$ cat config.mk
export PLATFORM = sky130hd
export DESIGN_NAME = qpsk_rx_frame_ctrl
export DESIGN_NICKNAME = d
export VERILOG_FILES = /design/src/rtl/qpsk_pkg.sv /design/src/rtl/qpsk_byte_outreg.sv /design/src/rtl/qpsk_rx_frame_ctrl.sv
export SDC_FILE = /design/constraint.sdc
export NUM_CORES = 1
export LEC_CHECK = 0
export BUFFER_PORTS_ARGS = -buffer_cell sky130_fd_sc_hd__buf_2
export CORE_ASPECT_RATIO = 0.6
export CORE_MARGIN = 3
export CORE_UTILIZATION = 56
export DETAILED_ROUTE_END_ITERATION = 8
export GPL_ROUTABILITY_DRIVEN = 0
export GPL_TIMING_DRIVEN = 0
export PLACE_DENSITY = 0.78
export SLEW_MARGIN = 10
export SYNTH_ARGS = -nofsm -noshare
export SYNTH_HDL_FRONTEND = slang
export SYNTH_SLANG_ARGS = --single-unit
$ cat constraint.sdc
create_clock -name CLOCK_256 -period 2.3 [get_ports CLOCK_256]
set_clock_uncertainty 0.05 [all_clocks]
set_input_delay 0.23 -clock CLOCK_256 [delete_from_list [all_inputs] [get_ports CLOCK_256]]
set_output_delay 0.23 -clock CLOCK_256 [all_outputs]
set_load 0.1 [all_outputs]
$ cat src/rtl/qpsk_pkg.sv
// qpsk_pkg: shared types, I/Q level constants and symbol decoder for the QPSK receive path.
// Contents: state_t (FSM encoding exposed on state_o), POS/ZERO/NEG levels, dibit_decode().
package qpsk_pkg;
  typedef enum logic [1:0] {
    S_IDLE    = 2'd0,
    S_HUNT    = 2'd1,
    S_PAYLOAD = 2'd2,
    S_DONE    = 2'd3
  } state_t;
  localparam logic [1:0] POS  = 2'b01;
  localparam logic [1:0] ZERO = 2'b00;
  localparam logic [1:0] NEG  = 2'b11;
  // Returns {valid, dibit}; any code off the four constellation points is invalid.
  function automatic logic [2:0] dibit_decode(input logic [1:0] i_lvl, input logic [1:0] q_lvl);
    return ({i_lvl, q_lvl} == {POS, ZERO}) ? 3'b100 :
           ({i_lvl, q_lvl} == {ZERO, POS}) ? 3'b101 :
           ({i_lvl, q_lvl} == {NEG, ZERO}) ? 3'b111 :
           ({i_lvl, q_lvl} == {ZERO, NEG}) ? 3'b110 : 3'b000;
  endfunction
endpackage

$ cat src/rtl/qpsk_byte_outreg.sv
// qpsk_byte_outreg: single-entry valid/ready byte register with drop-on-full and sticky overflow.
// Ports: CLOCK_256/reset (async, active-high); i_load offers i_data; i_ready is the sink ready;
//        o_data/o_valid present the held byte; o_overflow is set when an offered byte is dropped.
module qpsk_byte_outreg (
  input  logic       CLOCK_256,
  input  logic       reset,
  input  logic       i_load,
  input  logic [7:0] i_data,
  input  logic       i_ready,
  output logic [7:0] o_data,
  output logic       o_valid,
  output logic       o_overflow
);
  logic [7:0] r_data;
  logic       r_valid;
  logic       r_overflow;
  logic       w_take;
  // A byte can land when the register is empty or is being drained this very cycle.
  assign w_take = ~r_valid | i_ready;
  always_ff @(posedge CLOCK_256 or posedge reset) begin
    if (reset) begin
      r_data     <= '0;
      r_valid    <= 1'b0;
      r_overflow <= 1'b0;
    end else begin
      if (i_load && w_take) begin
        r_data  <= i_data;
        r_valid <= 1'b1;
      end else if (i_ready) begin
        r_valid <= 1'b0;
      end
      if (i_load && !w_take) r_overflow <= 1'b1;
    end
  end
  assign o_data     = r_data;
  assign o_valid    = r_valid;
  assign o_overflow = r_overflow;
endmodule

$ cat src/rtl/qpsk_rx_frame_ctrl.sv
// qpsk_rx_frame_ctrl: hunts for a sync word in decoded QPSK dibits, then packs payload dibits into bytes.
// Ports: CLOCK_256/reset (async, active-high); enable runs the hunt/receive FSM; sym_valid/I/Q carry
//        symbols; byte_data/byte_valid/byte_ready form the byte output handshake; frame_active,
//        frame_done, overflow, sym_err_count and state_o report frame progress and errors.
module qpsk_rx_frame_ctrl
  import qpsk_pkg::*;
#(
  parameter logic [7:0] SYNC_WORD   = 8'hD3,
  parameter int         FRAME_BYTES = 16,
  parameter int         ERR_W       = 8
) (
  input  logic             CLOCK_256,
  input  logic             reset,
  input  logic             enable,
  input  logic             sym_valid,
  input  logic [1:0]       I,
  input  logic [1:0]       Q,
  output logic [7:0]       byte_data,
  output logic             byte_valid,
  input  logic             byte_ready,
  output logic             frame_active,
  output logic             frame_done,
  output logic             overflow,
  output logic [ERR_W-1:0] sym_err_count,
  output logic [1:0]       state_o
);
  localparam logic [7:0] LAST_BYTE = 8'(FRAME_BYTES - 1);
  state_t           r_state;
  state_t           w_next;
  logic [7:0]       r_sync;
  logic [2:0]       r_fill;
  logic [1:0]       r_dib;
  logic [7:0]       r_bytes;
  logic [7:0]       r_asm;
  logic [ERR_W-1:0] r_err;
  logic             r_active;
  logic             r_done;
  logic [2:0]       w_dec;
  logic             w_sym_ok;
  logic [7:0]       w_shift;
  logic [2:0]       w_fill_nx;
  logic             w_sync_hit;
  logic             w_pay_sym;
  logic             w_byte_done;
  logic             w_last;
  logic             w_err_inc;
  logic [7:0]       w_asm_byte;
  assign w_dec       = dibit_decode(I, Q);
  assign w_sym_ok    = w_dec[2];
  assign w_shift     = {r_sync[5:0], w_dec[1:0]};
  assign w_fill_nx   = r_fill + 3'd1;
  // Sync only counts once four valid dibits have filled the window since the last clear.
  assign w_sync_hit  = (r_state == S_HUNT) && sym_valid && w_sym_ok &&
                       (w_shift == SYNC_WORD) && (w_fill_nx >= 3'd4);
  assign w_pay_sym   = (r_state == S_PAYLOAD) && sym_valid;
  assign w_byte_done = w_pay_sym && (r_dib == 2'd3);
  assign w_last      = w_byte_done && (r_bytes == LAST_BYTE);
  assign w_err_inc   = sym_valid && !w_sym_ok && (r_state == S_HUNT || r_state == S_PAYLOAD);
  // Invalid payload symbols still occupy a dibit slot, filled with 00.
  assign w_asm_byte  = {r_asm[5:0], w_sym_ok ? w_dec[1:0] : 2'b00};
  always_ff @(posedge CLOCK_256 or posedge reset) begin
    if (reset) r_state <= S_IDLE;
    else       r_state <= w_next;
  end
  always_comb begin
    w_next = r_state;
    if (!enable) begin
      w_next = S_IDLE;
    end else begin
      case (r_state)
        S_IDLE:    w_next = S_HUNT;
        S_HUNT:    w_next = w_sync_hit ? S_PAYLOAD : S_HUNT;
        S_PAYLOAD: w_next = w_last ? S_DONE : S_PAYLOAD;
        S_DONE:    w_next = S_HUNT;
        default:   w_next = S_IDLE;
      endcase
    end
  end
  always_ff @(posedge CLOCK_256 or posedge reset) begin
    if (reset) begin
      r_sync   <= '0;
      r_fill   <= '0;
      r_dib    <= '0;
      r_bytes  <= '0;
      r_asm    <= '0;
      r_err    <= '0;
      r_active <= 1'b0;
      r_done   <= 1'b0;
    end else begin
      // Decoding the next state keeps the status flags cycle-aligned with r_state.
      r_active <= (w_next == S_PAYLOAD);
      r_done   <= (w_next == S_DONE);
      // The sync window is held clear outside HUNT, so every entry to HUNT starts empty.
      if (r_state != S_HUNT) begin
        r_sync <= '0;
        r_fill <= '0;
      end else if (sym_valid) begin
        r_sync <= w_sym_ok ? w_shift : 8'd0;
        r_fill <= !w_sym_ok ? 3'd0 : (r_fill == 3'd4) ? 3'd4 : w_fill_nx;
      end
      if (w_sync_hit) begin
        r_dib   <= '0;
        r_bytes <= '0;
        r_asm   <= '0;
      end else if (w_pay_sym) begin
        r_dib <= r_dib + 2'd1;
        r_asm <= w_asm_byte;
        if (w_byte_done) r_bytes <= r_bytes + 8'd1;
      end
      if (w_err_inc && r_err != {ERR_W{1'b1}}) r_err <= r_err + 1'b1;
    end
  end
  qpsk_byte_outreg u_outreg (
    .CLOCK_256  (CLOCK_256),
    .reset      (reset),
    .i_load     (w_byte_done),
    .i_data     (w_asm_byte),
    .i_ready    (byte_ready),
    .o_data     (byte_data),
    .o_valid    (byte_valid),
    .o_overflow (overflow)
  );
  assign frame_active  = r_active;
  assign frame_done    = r_done;
  assign sym_err_count = r_err;
  assign state_o       = r_state;
endmodule
==> out/metrics.csv <==
stage,metric,value,unit
run_status,status,completed,
worst_setup_path,crit_path_end,sym_err_count[5],
power,vdd_drop_max,1232,µV
worst_setup_path,cpPeakStageDelay,0.43,ns
worst_setup_path,startpoint,state_o[0],
grt,grt_pass1_wl,7.051,mm
final_layout,multi_input_area,929.6,µm²
synthesis,yosysUniqueCellTypes,43,
synthesis,synth_most_common_cell,dfrtp_1,
worst_setup_path,cp.buffers_inverters,1,
final_layout,drive_above_1_share,24.05,%
final_layout,nets,252,
grt,grt_max_degree,28,
die,die-area,4686,µm²
routing,drt_wl_total,4.074,mm
sta,worst_slew_pin_slew,0.4906,ns
synthesis,ys.flop_type,dfrtp_1,
synthesis,synth_top_family_by_area,simple AND/OR/NAND/NOR gates,
synthesis,syn_area,2172,µm²
final_layout,antennaDiodeCount,0,
sta,drv_slew,0,
cts,cts_resized,0,
cts,cts_hold_buf,1,
routing,via_per_inst,5.567,
worst_setup_path,cpLargestDelayFamily,simple AND/OR/NAND/NOR gates,
die,start_util,62.36,%
routing,first_iter_violations,86,
synthesis,synthSimpleGateAreaFrac,18.15,%
cts,cts_tree,yes,
die,chipWidth,86.40,µm
worst_setup_path,end_kind,flop,
synthesis,synthMuxAreaShare,6.048,%
worst_setup_path,start_kind,flop,
worst_setup_path,required,2.43,ns
routing,detail-route-antenna-nets,0,
sta,fin_crit_sh,83.29,%
sta,setup_viol,0,
die,fp.coreArea,3483,µm²
worst_setup_path,r2r_start,state_o[0],
routing,vias,1570,
final_layout,register_area,1179,µm²
worst_setup_path,critPathMaxFanout,5,
worst_setup_path,path_class,flop to flop,
synthesis,yosysTopAreaCell,dfrtp_1,
synthesis,ys_warn_count,0,
cts,cts_inserted_buffers,5,
routing,drtPass1Iterations,4,
synthesis,syn-num-nets,214,
synthesis,synthArstFlopShare,100.0,%
worst_setup_path,critPathArrivalTime,2.05,ns
power,leakage,1.224,nW
grt,antenna_found_initial,0,
final_layout,fillers,250,
die,fp.dieH,54.24,µm
place,place_hpwl,3.019,mm
cts,clk_root_buffer_cell,clkbuf_8,
synthesis,yosys_register_bits,47,
die,io_pins,31,
synthesis,synthTopCellsByCount,"dfrtp_1, nor2_1, nand2_1",
worst_setup_path,path_depth,6,
cts,clock_path_buffers,2,
power,power_density,848.3,nW/µm²
synthesis,netlist_instances,198,
sta,min_period,1.916,ns
cts,path_clk_slew,0.08,ns
sta,holdWs,0.1660,ns
grt,grt_pass1_vias,1479,
routing,avgRoutedWirePerCell,14.45,µm
synthesis,synth_xor_area_share,4.839,%
synthesis,syn_avg_cell_area,10.97,µm²
routing,drc,0,
synthesis,yosysSeqAreaShare,54.15,%
sta,fin_setup_tns,0,ns
worst_setup_path,r2r-end,sym_err_count[5],
power,power,2.113,mW
worst_setup_path,reg2reg_slack,0.38,ns
worst_setup_path,rr_worst_depth,6,
place,port_buffers,29,
grt,track_usage,20.02,%
hold_path,hold_path.class,input port to flop,
cts,cts_max_level,2,
sta,rsz0062_at_grt,false,
synthesis,synth_area_leaders,"dfrtp_1, mux2_2, ha_1",
synthesis,synth_fa_ha_area_share,4.032,%
final_layout,final_util,71.52,%
grt,overflow,0,
flow_run,cap_viol_max_count,0,
cts,post_cts_buffers,0,
sta,fmax,522.0,MHz
final_layout,area_delta_synth_final,14.69,%
worst_setup_path,crit_slowest_cell,nor4b_2,
die,num_rows,16,
sta,hold_viol_final,0,
synthesis,synth-compound-area-share,9.735,%
sta,slew_headroom,67.52,%
synthesis,synth.top_cell.area_share,54.15,%
synthesis,synth-edff-count,0,
cts,numClockSinks,47,
worst_setup_path,crit_chain,"inv_1, ha_1, nand4b_1, nor4b_2, o2111ai_1, xnor2_1",
cts,clk_latency,0.30,ns
cell families (layout without fill, tap and decap cells):
| kind of cell | after synthesis | in the layout |
|---|---|---|
| compound gates | 30 | 30 |
| xor+xnor | 12 | 12 |
| fa+ha+maj | 7 | 7 |
| buf+inv | 14 | 53 |
| flops | 47 | 47 |
| mux | 12 | 12 |
| simple gates | 76 | 76 |
area by class of cell:
| class | count | area share, % |
|---|---|---|
| clock inverters | 2 | 0.5023 |
| plain buffers | 6 | 1.457 |
| repair buffers | 31 | 7.032 |
| flip-flops and latches | 47 | 47.31 |
| multi-input cells | 137 | 37.32 |
| clock buffers | 6 | 2.913 |
| inverters | 8 | 1.205 |
| well taps | 45 | 2.260 |
power breakdown:
group	internal, mW	switching, mW
Sequential	0.885	0.0684
Combinational	0.130	0.553
Clock	0.212	0.264
metrics by stage:
| stage | area (µm²) | setup slack (ns) | cells |
|---|---|---|---|
| after floorplan | 2175 | 0.08109 | 198 |
| after global placement | 2376 | 0.2356 | 272 |
| after detailed placement | 2396 | 0.4054 | 273 |
| after CTS | 2491 | 0.3843 | 282 |
| after global routing | 2491 | 0.2111 | 282 |
| final | 2491 | 0.3844 | 282 |
layer usage:
metal  routed length [µm]  track usage, %
met1                 2050           28.20
met2                 1781           29.82
met3                  191           6.466
met4                   51           6.218
met5                    0               0
sequential cells by signal (all words and copies together), names as in the netlist:
name	count
frame_active	1
frame_done	1
r_asm	6
r_bytes	8
r_dib	2
r_fill	3
r_sync	6
state_o	2
sym_err_count	8
u_outreg.o_data	8
u_outreg.o_overflow	1
u_outreg.o_valid	1
layout by cell type, fill, tap and decap left out, types with 3 or more instances in the layout:
cell type / count
nand3b_1: 3
nor3_1: 4
inv_1: 7
mux2i_1: 3
nand4_1: 5
a22o_1: 5
dfrtp_1: 45
mux2_2: 9
buf_2: 31
xor2_1: 5
nor2b_1: 3
nand3_1: 7
ha_1: 7
xnor2_1: 7
nor2_1: 22
a21oi_1: 13
nand2_1: 19
clkbuf_8: 5
worst min-delay path, cell delays in order:
cell and delay [ns]:
buf_2 0.07, nand2b_1 0.12, nand2_1 0.06
how the worst min path moves through the flow:
| stage | start | to | slack, ns | cells after the start |
|---|---|---|---|---|
| 2_1_floorplan | enable | state_o[0] | 0.33 | 2 |
| 3_3_place_gp | u_outreg.o_overflow | u_outreg.o_overflow | 0.40 | 1 |
| 3_5_place_dp | reset | frame_active | 0.23 | 2 |
| 4_1_cts | byte_ready | u_outreg.o_valid | 0.16 | 3 |
| 5_1_grt | enable | state_o[0] | 0.18 | 3 |
| 6_report | byte_ready | u_outreg.o_valid | 0.17 | 3 |
No activity file was read; power rests on OpenSTA's default activity.
